File: src/rtl/multicore_pkg.sv
// Shared constants and types for the multicore pipeline.
// Holds the instruction-queue entry layout used by instr_queue and its FIFO core.
package multicore_pkg;

    localparam int INST_SIZE    = 32;
    localparam int IQ_ADDR_SIZE = 32;
    localparam int IQ_DEPTH     = 4;

    typedef struct packed {
        logic [INST_SIZE-1:0]    instruction;
        logic [IQ_ADDR_SIZE-1:0] pc;
        logic [IQ_ADDR_SIZE-1:0] pcplus4;
    } iq_entry_t;

endpackage

File: src/rtl/iq_fifo_core.sv
// Pointer/count FIFO of instruction-queue entries with a synchronous clear.
// Push/pop qualification is the caller's job; clear wins over both.
module iq_fifo_core
    import multicore_pkg::*;
#(
    parameter int DEPTH = IQ_DEPTH
) (
    input  logic                   clk_i,
    input  logic                   rst_ni,
    input  logic                   clr_i,
    input  logic                   push_i,
    input  logic                   pop_i,
    input  iq_entry_t              wdata_i,
    output iq_entry_t              rdata_o,
    output logic [$clog2(DEPTH):0] count_o
);

    localparam int PW = $clog2(DEPTH);
    localparam int CW = PW + 1;

    iq_entry_t         mem_q [DEPTH];
    logic [PW-1:0]     wptr_q, wptr_d;
    logic [PW-1:0]     rptr_q, rptr_d;
    logic [CW-1:0]     count_q, count_d;

    // Entry storage; a cleared queue keeps stale data that is never presented as valid.
    always_ff @(posedge clk_i or negedge rst_ni) begin
        if (!rst_ni) begin
            for (int i = 0; i < DEPTH; i++) begin
                mem_q[i] <= '0;
            end
        end else if (push_i && !clr_i) begin
            mem_q[wptr_q] <= wdata_i;
        end
    end

    // Next pointers and occupancy; pointers wrap naturally since DEPTH is a power of two.
    always_comb begin
        wptr_d  = wptr_q;
        rptr_d  = rptr_q;
        count_d = count_q;
        if (clr_i) begin
            wptr_d  = '0;
            rptr_d  = '0;
            count_d = '0;
        end else begin
            if (push_i) begin
                wptr_d = wptr_q + PW'(1);
            end
            if (pop_i) begin
                rptr_d = rptr_q + PW'(1);
            end
            case ({push_i, pop_i})
                2'b10:   count_d = count_q + CW'(1);
                2'b01:   count_d = count_q - CW'(1);
                default: count_d = count_q;
            endcase
        end
    end

    // Pointer and count registers.
    always_ff @(posedge clk_i or negedge rst_ni) begin
        if (!rst_ni) begin
            wptr_q  <= '0;
            rptr_q  <= '0;
            count_q <= '0;
        end else begin
            wptr_q  <= wptr_d;
            rptr_q  <= rptr_d;
            count_q <= count_d;
        end
    end

    assign rdata_o = mem_q[rptr_q];
    assign count_o = count_q;

endmodule

File: src/rtl/instr_queue.sv
// Instruction buffer between fetch and decode: in-order valid/stall handoff,
// fetch throttling with skid reserve, branch flush with in-flight response drop.
module instr_queue
    import multicore_pkg::*;
#(
    parameter int ADDR_SIZE = 32,
    parameter int DEPTH     = IQ_DEPTH,
    parameter int SKID      = 2
) (
    input  logic                   i_aclk,
    input  logic                   i_areset_n,
    input  logic [INST_SIZE-1:0]   i_instruction,
    input  logic                   i_instr_valid,
    input  logic [ADDR_SIZE-1:0]   i_pc,
    input  logic [ADDR_SIZE-1:0]   i_pcplus4,
    input  logic                   i_fetch_pending,
    input  logic                   i_flush,
    output logic                   o_fetch_en,
    input  logic                   i_stall,
    output logic [INST_SIZE-1:0]   o_instruction,
    output logic [ADDR_SIZE-1:0]   o_pc,
    output logic [ADDR_SIZE-1:0]   o_pcplus4,
    output logic                   o_valid,
    output logic [$clog2(DEPTH):0] o_count,
    output logic                   o_overflow
);

    localparam int CW = $clog2(DEPTH) + 1;

    iq_entry_t     wentry_s, head_s;
    logic [CW-1:0] count_s, next_count_s;
    logic          full_s, pop_s, cand_s, push_s;
    logic          drop_next_q, drop_next_d;
    logic          fetch_en_q, fetch_en_d;
    logic          overflow_q, overflow_d;

    assign wentry_s.instruction = i_instruction;
    assign wentry_s.pc          = i_pc;
    assign wentry_s.pcplus4     = i_pcplus4;

    assign full_s  = (count_s == CW'(DEPTH));
    assign o_valid = (count_s != CW'(0));
    assign pop_s   = o_valid && !i_stall && !i_flush;
    // A candidate push is a response that survives flush and wrong-path drop.
    assign cand_s  = i_instr_valid && !drop_next_q && !i_flush;
    assign push_s  = cand_s && (!full_s || pop_s);

    iq_fifo_core #(.DEPTH(DEPTH)) u_core (
        .clk_i   (i_aclk),
        .rst_ni  (i_areset_n),
        .clr_i   (i_flush),
        .push_i  (push_s),
        .pop_i   (pop_s),
        .wdata_i (wentry_s),
        .rdata_o (head_s),
        .count_o (count_s)
    );

    // Control next state: projected occupancy, fetch throttle, drop and sticky overflow.
    always_comb begin
        next_count_s = count_s;
        drop_next_d  = drop_next_q;
        if (i_flush) begin
            next_count_s = '0;
            drop_next_d  = i_fetch_pending;
        end else begin
            next_count_s = count_s + CW'(push_s) - CW'(pop_s);
            if (i_instr_valid && drop_next_q) begin
                drop_next_d = 1'b0;
            end else begin
                drop_next_d = drop_next_q;
            end
        end
        fetch_en_d = (next_count_s <= CW'(DEPTH - SKID)) && !i_flush;
        overflow_d = overflow_q || (cand_s && full_s && !pop_s);
    end

    // Control registers.
    always_ff @(posedge i_aclk or negedge i_areset_n) begin
        if (!i_areset_n) begin
            drop_next_q <= 1'b0;
            fetch_en_q  <= 1'b0;
            overflow_q  <= 1'b0;
        end else begin
            drop_next_q <= drop_next_d;
            fetch_en_q  <= fetch_en_d;
            overflow_q  <= overflow_d;
        end
    end

    assign o_fetch_en    = fetch_en_q;
    assign o_overflow    = overflow_q;
    assign o_count       = count_s;
    assign o_instruction = head_s.instruction;
    assign o_pc          = head_s.pc;
    assign o_pcplus4     = head_s.pcplus4;

endmodule

File: config.mk
export PLATFORM = sky130hd
export DESIGN_NAME = instr_queue
export DESIGN_NICKNAME = d
export VERILOG_FILES = /design/src/rtl/multicore_pkg.sv /design/src/rtl/iq_fifo_core.sv /design/src/rtl/instr_queue.sv
export SDC_FILE = /design/constraint.sdc
export NUM_CORES = 1
export LEC_CHECK = 0
export ABC_AREA = 1
export CAP_MARGIN = 40
export CORE_UTILIZATION = 55
export CTS_BUF_LIST = sky130_fd_sc_hd__clkbuf_8
export DETAILED_ROUTE_END_ITERATION = 6
export GPL_ROUTABILITY_DRIVEN = 0
export PLACE_DENSITY = 0.88
export SYNTH_ARGS = -nofsm -noshare
export SYNTH_HDL_FRONTEND = slang
export SYNTH_SLANG_ARGS = --single-unit
File: constraint.sdc
create_clock -name i_aclk -period 4.4 [get_ports i_aclk]
set_input_delay 0.66 -clock i_aclk [delete_from_list [all_inputs] [get_ports i_aclk]]
set_output_delay 0.66 -clock i_aclk [all_outputs]
set_load 0.01 [all_outputs]
* After elaboration in Yosys (flattened, before gate mapping)
Index checks and enable logic that the tools add are counted.
** Word-level totals
- Bits in latches :: 0
- Input port bits :: 102
- Bits in registers :: 394
- RAM bits :: 0
- Memories kept :: 0
- ROM bits :: 0
** Operators by class
- $mul :: 0
- Shift operators :: 0
- Multiplexer cells :: 15
- Bitwise operators :: 2
- Divide/modulo/power cells :: 0
- Equality and inequality tests :: 3
- $lt $le $gt $ge :: 4
- $add $sub $neg :: 6
- Reduce and logical (&&, ||, !) cells :: 23
** Operator list (number)
- 384-bit bitwise mux :: 1
- 96-bit 2-to-1 mux :: 3
- 96-bit binary-select mux with 2-bit select :: 1
- 96-bit demux with 2-bit select :: 1
- 1-bit logical AND :: 11
- 2-bit 2-to-1 mux :: 4
- 3-bit >= comparator (second input constant) :: 2
- 3-bit 2-to-1 mux :: 2
- 2-bit inverter with 3-bit output :: 2
- 3-bit one-hot mux with 2 select lines :: 1
- 2-bit nonzero test :: 3
- 3-bit nonzero test :: 2
- 1-bit logical NOT :: 5
- 2-bit by 1-bit adder with 2-bit output (second input constant) :: 2
- 3-bit by 1-bit adder with 3-bit output :: 1
- 3-bit by 1-bit adder with 3-bit output (second input constant) :: 1
- 3-bit == test (second input constant) :: 1
- 3-bit by 2-bit less-or-equal comparator with 1-bit output (second input constant) :: 1
- 3-bit by 1-bit less-than comparator with 1-bit output (second input constant) :: 1
- 3-bit by 1-bit subtractor with 3-bit output :: 1
- 3-bit by 1-bit subtractor with 3-bit output (second input constant) :: 1
- 2-bit by 1-bit == test with 1-bit output (second input constant) :: 1
- 2-bit == test (second input constant) :: 1
- 1-bit logical OR :: 2
- 1-bit 2-to-1 mux :: 2

* Logic depth before layout (Yosys ltp)
- Word-level depth :: 10
- Mapped depth :: 12

* Cells and area by module
A second synthesis with hierarchy kept.
** Unflattened totals
- Cell total of the unflattened synthesis :: 1969
- Area, all modules :: 17991.0 µm²
** By module, submodules not included
- iq_fifo_core :: sequential area each 9784.4 µm², cells an instance 1930, area an instance 17718.2 µm², instances 1
- instr_queue :: sequential area each 75.1 µm², cells an instance 39, area an instance 272.8 µm², instances 1

* Least setup slack after synthesis
No wires, ideal clock.
- Kind :: reg2reg
- From :: register u_core.count_q[1], in the netlist u_core.count_o[1]
- To :: register fetch_en_q, in the netlist o_fetch_en
- Period minus slack after synthesis :: 2224 ps
- Required time :: 4306 ps
- Cell stages (with the launch flop) :: 12
- Path slack :: 2176 ps
- Path buffers :: 0
- Arrival :: 2131 ps
- Cells stage by stage :: dfrtp_1 -> nor2_4 -> nand2_4 -> nand3_4 -> inv_1 -> ha_1 -> inv_1 -> ha_1 -> inv_1 -> fa_1 -> inv_1 -> a211oi_1
** On the way
- Longest elaborated chain between the ends :: 10
- Elaborated cells between the ends (all ways) :: 12
- Those cells by class :: add/sub (2); order compare (1); eq/ne (1); mux (1); reduce/logical (7)
** RTL lines
- start, declared :: line iq_fifo_core.sv:24 : logic [CW-1:0] count_q, count_d;
- start signal, assigned :: line iq_fifo_core.sv:70 : count_q <= count_d;
- 3-bit nonzero test * :: line instr_queue.sv:42 : assign o_valid = (count_s != CW'(0));
- named net o_valid :: line instr_queue.sv:23 : output logic o_valid,
- 1-bit logical AND * (2 in a row) :: line instr_queue.sv:43 : assign pop_s = o_valid && !i_stall && !i_flush;
- 1-bit logical OR :: line instr_queue.sv:46 : assign push_s = cand_s && (!full_s || pop_s);
- 1-bit logical AND :: line instr_queue.sv:46
- 3-bit by 1-bit adder with 3-bit output :: line instr_queue.sv:67 : next_count_s = count_s + CW'(push_s) - CW'(pop_s);
- 3-bit by 1-bit subtractor with 3-bit output * :: line instr_queue.sv:67
- 3-bit 2-to-1 mux * :: line instr_queue.sv:63 : if (i_flush) begin
- 3-bit by 2-bit less-or-equal comparator with 1-bit output * :: line instr_queue.sv:74 : fetch_en_d = (next_count_s <= CW'(DEPTH - SKID)) && !i_flush;
- 1-bit logical AND * :: line instr_queue.sv:74
- named net fetch_en_d :: line instr_queue.sv:34 : logic fetch_en_q, fetch_en_d;
- end signal, assigned :: line instr_queue.sv:86 : fetch_en_q <= fetch_en_d;
- end, declared :: line instr_queue.sv:34
The timed path passes the listed nets; every way through them passes the cells marked *.
A chain may end at the register's enable or synchronous reset.

* Worst setup path in the final report
- From :: register u_core.rptr_q[1]
- To :: output port o_pcplus4[21]
** On the way
- Longest elaborated chain between the ends :: 4
** RTL lines
- start, declared :: line iq_fifo_core.sv:23 : logic [PW-1:0] rptr_q, rptr_d;
- start signal, assigned :: line iq_fifo_core.sv:69 : rptr_q <= rptr_d;
- 2-bit inverter with 3-bit output (implied by the code) :: line iq_fifo_core.sv:74 : assign rdata_o = mem_q[rptr_q];
- 96-bit binary-select mux with 2-bit select :: line iq_fifo_core.sv:74
- 96-bit 2-to-1 mux (implied by the code) (2 in a row) :: line iq_fifo_core.sv:74
- end, declared :: line instr_queue.sv:22 : output logic [ADDR_SIZE-1:0] o_pcplus4,
No other way between the ends. The select of a mux whose other input is x is not followed.

==> impl_metrics.csv <==
group,metric,value,unit
logic_synthesis,netlist.area_leader.share,0.566,
power_and_ir_drop,power_frac_comb,0.225,
logic_synthesis,synth_seq_area_share,0.566,
logic_synthesis,async_flop_share,1.00,
setup_path,path_class,"reg -> out",
cts,clk_path_buf_depth,3,
logic_synthesis,yosysMostFrequentCell,"o21ai_0",
setup_path,path_max_fanout,54,
logic_synthesis,synth.distinct_cells,32,
logic_synthesis,synth-seq-cells,394,
layout,antenna_cells,0,
power_and_ir_drop,seqPwrFrac,0.480,
setup_path,path_cells,"inv_2, buf_4, o21ai_0, o22ai_1, clkdlybuf4s50_1",
cts,cts_sinks,394,
layout,areaGrowthSynthToFinish,17.9,%
cts,path_clk_slew,0.06,ns
grt,antenna_found_initial,1,
cts,cts_tree,"yes",
power_and_ir_drop,ir_worst_vdd,0.347,mV
placed_design,post_dp_cell_area,19200,um^2
grt,grt-ovfl-total,0,
layout,fin_nets,2206,
logic_synthesis,netlist_instances,1953,
power_and_ir_drop,power.switching,3.19,mW
timing,fin_tns_setup,0,ns
power_and_ir_drop,switching_share,0.301,
floorplanning,core-area,30800,um^2
timing,maxSlewHeadroom,0.342,
drt,wl_per_cell,16.7,um
floorplanning,ios,204,
timing,worst_pin_slew,0.987,ns
logic_synthesis,synth_edf_count,0,
hold_path,hold_class,"in -> async",
logic_synthesis,yosysWarnings,0,
drt,drt-pass1-iter-count,7,
grt,first_global_vias,14448,
grt,track_usage,0.265,
timing,fmax,276,MHz
layout,design_area,20500,um^2
grt,grt_first_pass_wirelength,70.5,mm
run_status,violations,"design-rule violations",
floorplanning,fp.dieArea,32400,um^2
logic_synthesis,synth.cell_area,17400,um^2
run_status,status,"finished, violations left",
timing,grt_setup_unrepaired,"no",
setup_path,cpPeakStageDelay,0.60,ns
layout,final_layout_size_suffix_gt1_frac,0.0678,
cts,cts_resized,0,
timing,finalHoldViolCount,0,
setup_path,worst_path_max_delay_cell,"clkdlybuf4s50_1",
setup_path,reg2reg_depth,8,
drt,drt-total-wl,42.4,mm
setup_path,worstSetupEndpointType,"output pin",
floorplanning,row_count,64,
power_and_ir_drop,clkPwrFrac,0.295,
power_and_ir_drop,p_int,7.42,mW
setup_path,r2r_slack,1.88,ns
cts,cts_root_buffer,"clkbuf_8",
logic_synthesis,synth_common_cells,"o21ai_0 (529), nand2_1 (399), dfrtp_1 (394)",
power_and_ir_drop,p_leak,9.80,nW
logic_synthesis,yosysTopAreaCell,"dfrtp_1",
timing,fin_crit,3.62,ns
drt,vias,14461,
setup_path,r2r-end,"u_core.mem_q[13]$_DFFE_PN0P_",
floorplanning,start_util,0.565,
cts,clk-insertion-delay-late,0.57,ns
drt,initialDrtViolationCount,1562,
drt,drc_errors,12,
placed_design,io_buffer_count,203,
timing,period_share,0.823,
logic_synthesis,ys_top_cells_by_area,"dfrtp_1 (57%), o21ai_0 (15%), nand2_1 (8.6%), nor2_1 (4.1%), o22ai_1 (3.5%)",
floorplanning,die_w,180,um
cts,cts_made_buffers,66,
cts,holdBufCountCts,0,
logic_synthesis,ys.flop_type,"dfrtp_1",
drt,viasPerCell,5.70,
timing,setup_viol,0,
placed_design,dpl.hpwl,24.4,mm
timing,maxSlewViolCount,0,
floorplanning,die_h,180,um
setup_path,cp-start-kind,"flip-flop",
cts,htree_levels,3,
setup_path,r2r-start,"u_core.count_o[1]$_DFFE_PN0P_",
grt,grt_max_degree,193,
logic_synthesis,synth_nets,2063,
setup_path,arrival,2.96,ns
timing,fin_skew,0.0225,ns
run,maxCapViolCount,0,
setup_path,required,3.74,ns
cts,cts_setup_buffers,0,
power_and_ir_drop,powerDensity,517,nW/um^2
logic_synthesis,avgSynthCellArea,8.91,um^2
drt,ant_nets,0,
## cells in the final DEF (no fill, tap or decap), types with 2 or more instances in the layout
cell type	synthesis	final
ha_1	6	6
clkbuf_8	21	83
inv_6	0	3
o21ai_2	16	16
buf_12	0	10
a21oi_1	3	3
clkinvlp_4	0	4
clkinv_2	0	5
fa_1	2	2
inv_2	1	2
nand3_4	3	6
nand2_1	399	399
xnor2_1	3	3
nor2_1	192	192
o22ai_1	96	96
o21ai_1	34	34
nand3_1	6	6
o21ai_0	529	529
clkdlybuf4s50_1	0	202
inv_1	110	124
buf_4	9	9
dfrtp_1	394	392
## critical path, delay by kind of cell, from the launching register on
kind,cells,cell delay [ns]
buffers and inverters,3,1.27
DFF,1,0.59
AOI/OAI and AO/OA,2,0.49
## layout make-up
cell class,instances,area [um^2]
Clock buffer,83,1140
Clock inverter,28,141
Multi-Input combinational cell,1301,6150
Tap cell,396,495
Timing Repair Buffer,222,2300
Fill cell,2314,10300
Inverter,111,419
Sequential cell,394,9860
## worst max-delay path by stage
stage	startpoint	endpoint	depth (start not counted)
finish	u_core.rptr_q[1]$_DFFE_PN0P_	o_pcplus4[21]	5
global route	u_core.rptr_q[1]$_DFFE_PN0P_	o_instruction[2]	5
CTS	u_core.rptr_q[1]$_DFFE_PN0P_	o_instruction[24]	5
detailed placement	i_flush	u_core.mem_q[14]$_DFFE_PN0P_	8
global placement	i_flush	o_fetch_en$_DFF_PN0_	11
floorplan	u_core.count_o[1]$_DFFE_PN0P_	o_fetch_en$_DFF_PN0_	11
## state kept, by name (all words and copies together) (netlist names)
name,count
drop_next_q,1
o_fetch_en,1
o_overflow,1
u_core.count_o,3
u_core.mem_q,384
u_core.rptr_q,2
u_core.wptr_q,2
## metrics by stage
step,hold WS [ns],cells,utilization,total power [mW],worst slack (ns)
after floorplan,0.364,1953,-,6.35,2.18
after global placement,0.460,2424,0.624,7.35,1.37
after detailed placement,0.467,2424,0.624,7.51,1.26
after CTS,0.252,2535,0.666,10.7,0.820
after global routing,0.288,2535,0.666,11.2,0.687
final,0.217,2535,0.666,10.6,0.777
## logic make-up after synthesis
logic type / count (synthesis) / synth area share
compound gates: 682 / 0.207
simple gates: 607 / 0.137
flops: 394 / 0.566
buf+inv: 258 / 0.0812
fa+ha+maj: 8 / 0.00661
xor+xnor: 4 / 0.00201
## power groups by stage
stage | Sequential (mW) | Combinational, mW | Clock, mW
2_1_floorplan | 4.98 | 1.37 | 0
3_3_place_gp | 5.06 | 2.29 | 0
3_5_place_dp | 5.12 | 2.39 | 0
4_1_cts | 5.07 | 2.41 | 3.19
5_1_grt | 5.19 | 2.69 | 3.36
6_report | 5.09 | 2.39 | 3.13
## metal layers
layer,vias up,global-route usage,routed length [um]
met5,-,0,13
met4,2,0.112,1220
met3,94,0.0583,3600
met2,639,0.433,20300
met1,6963,0.342,17300
li1,6763,-,-
No activity file was read; power rests on OpenSTA's default activity.
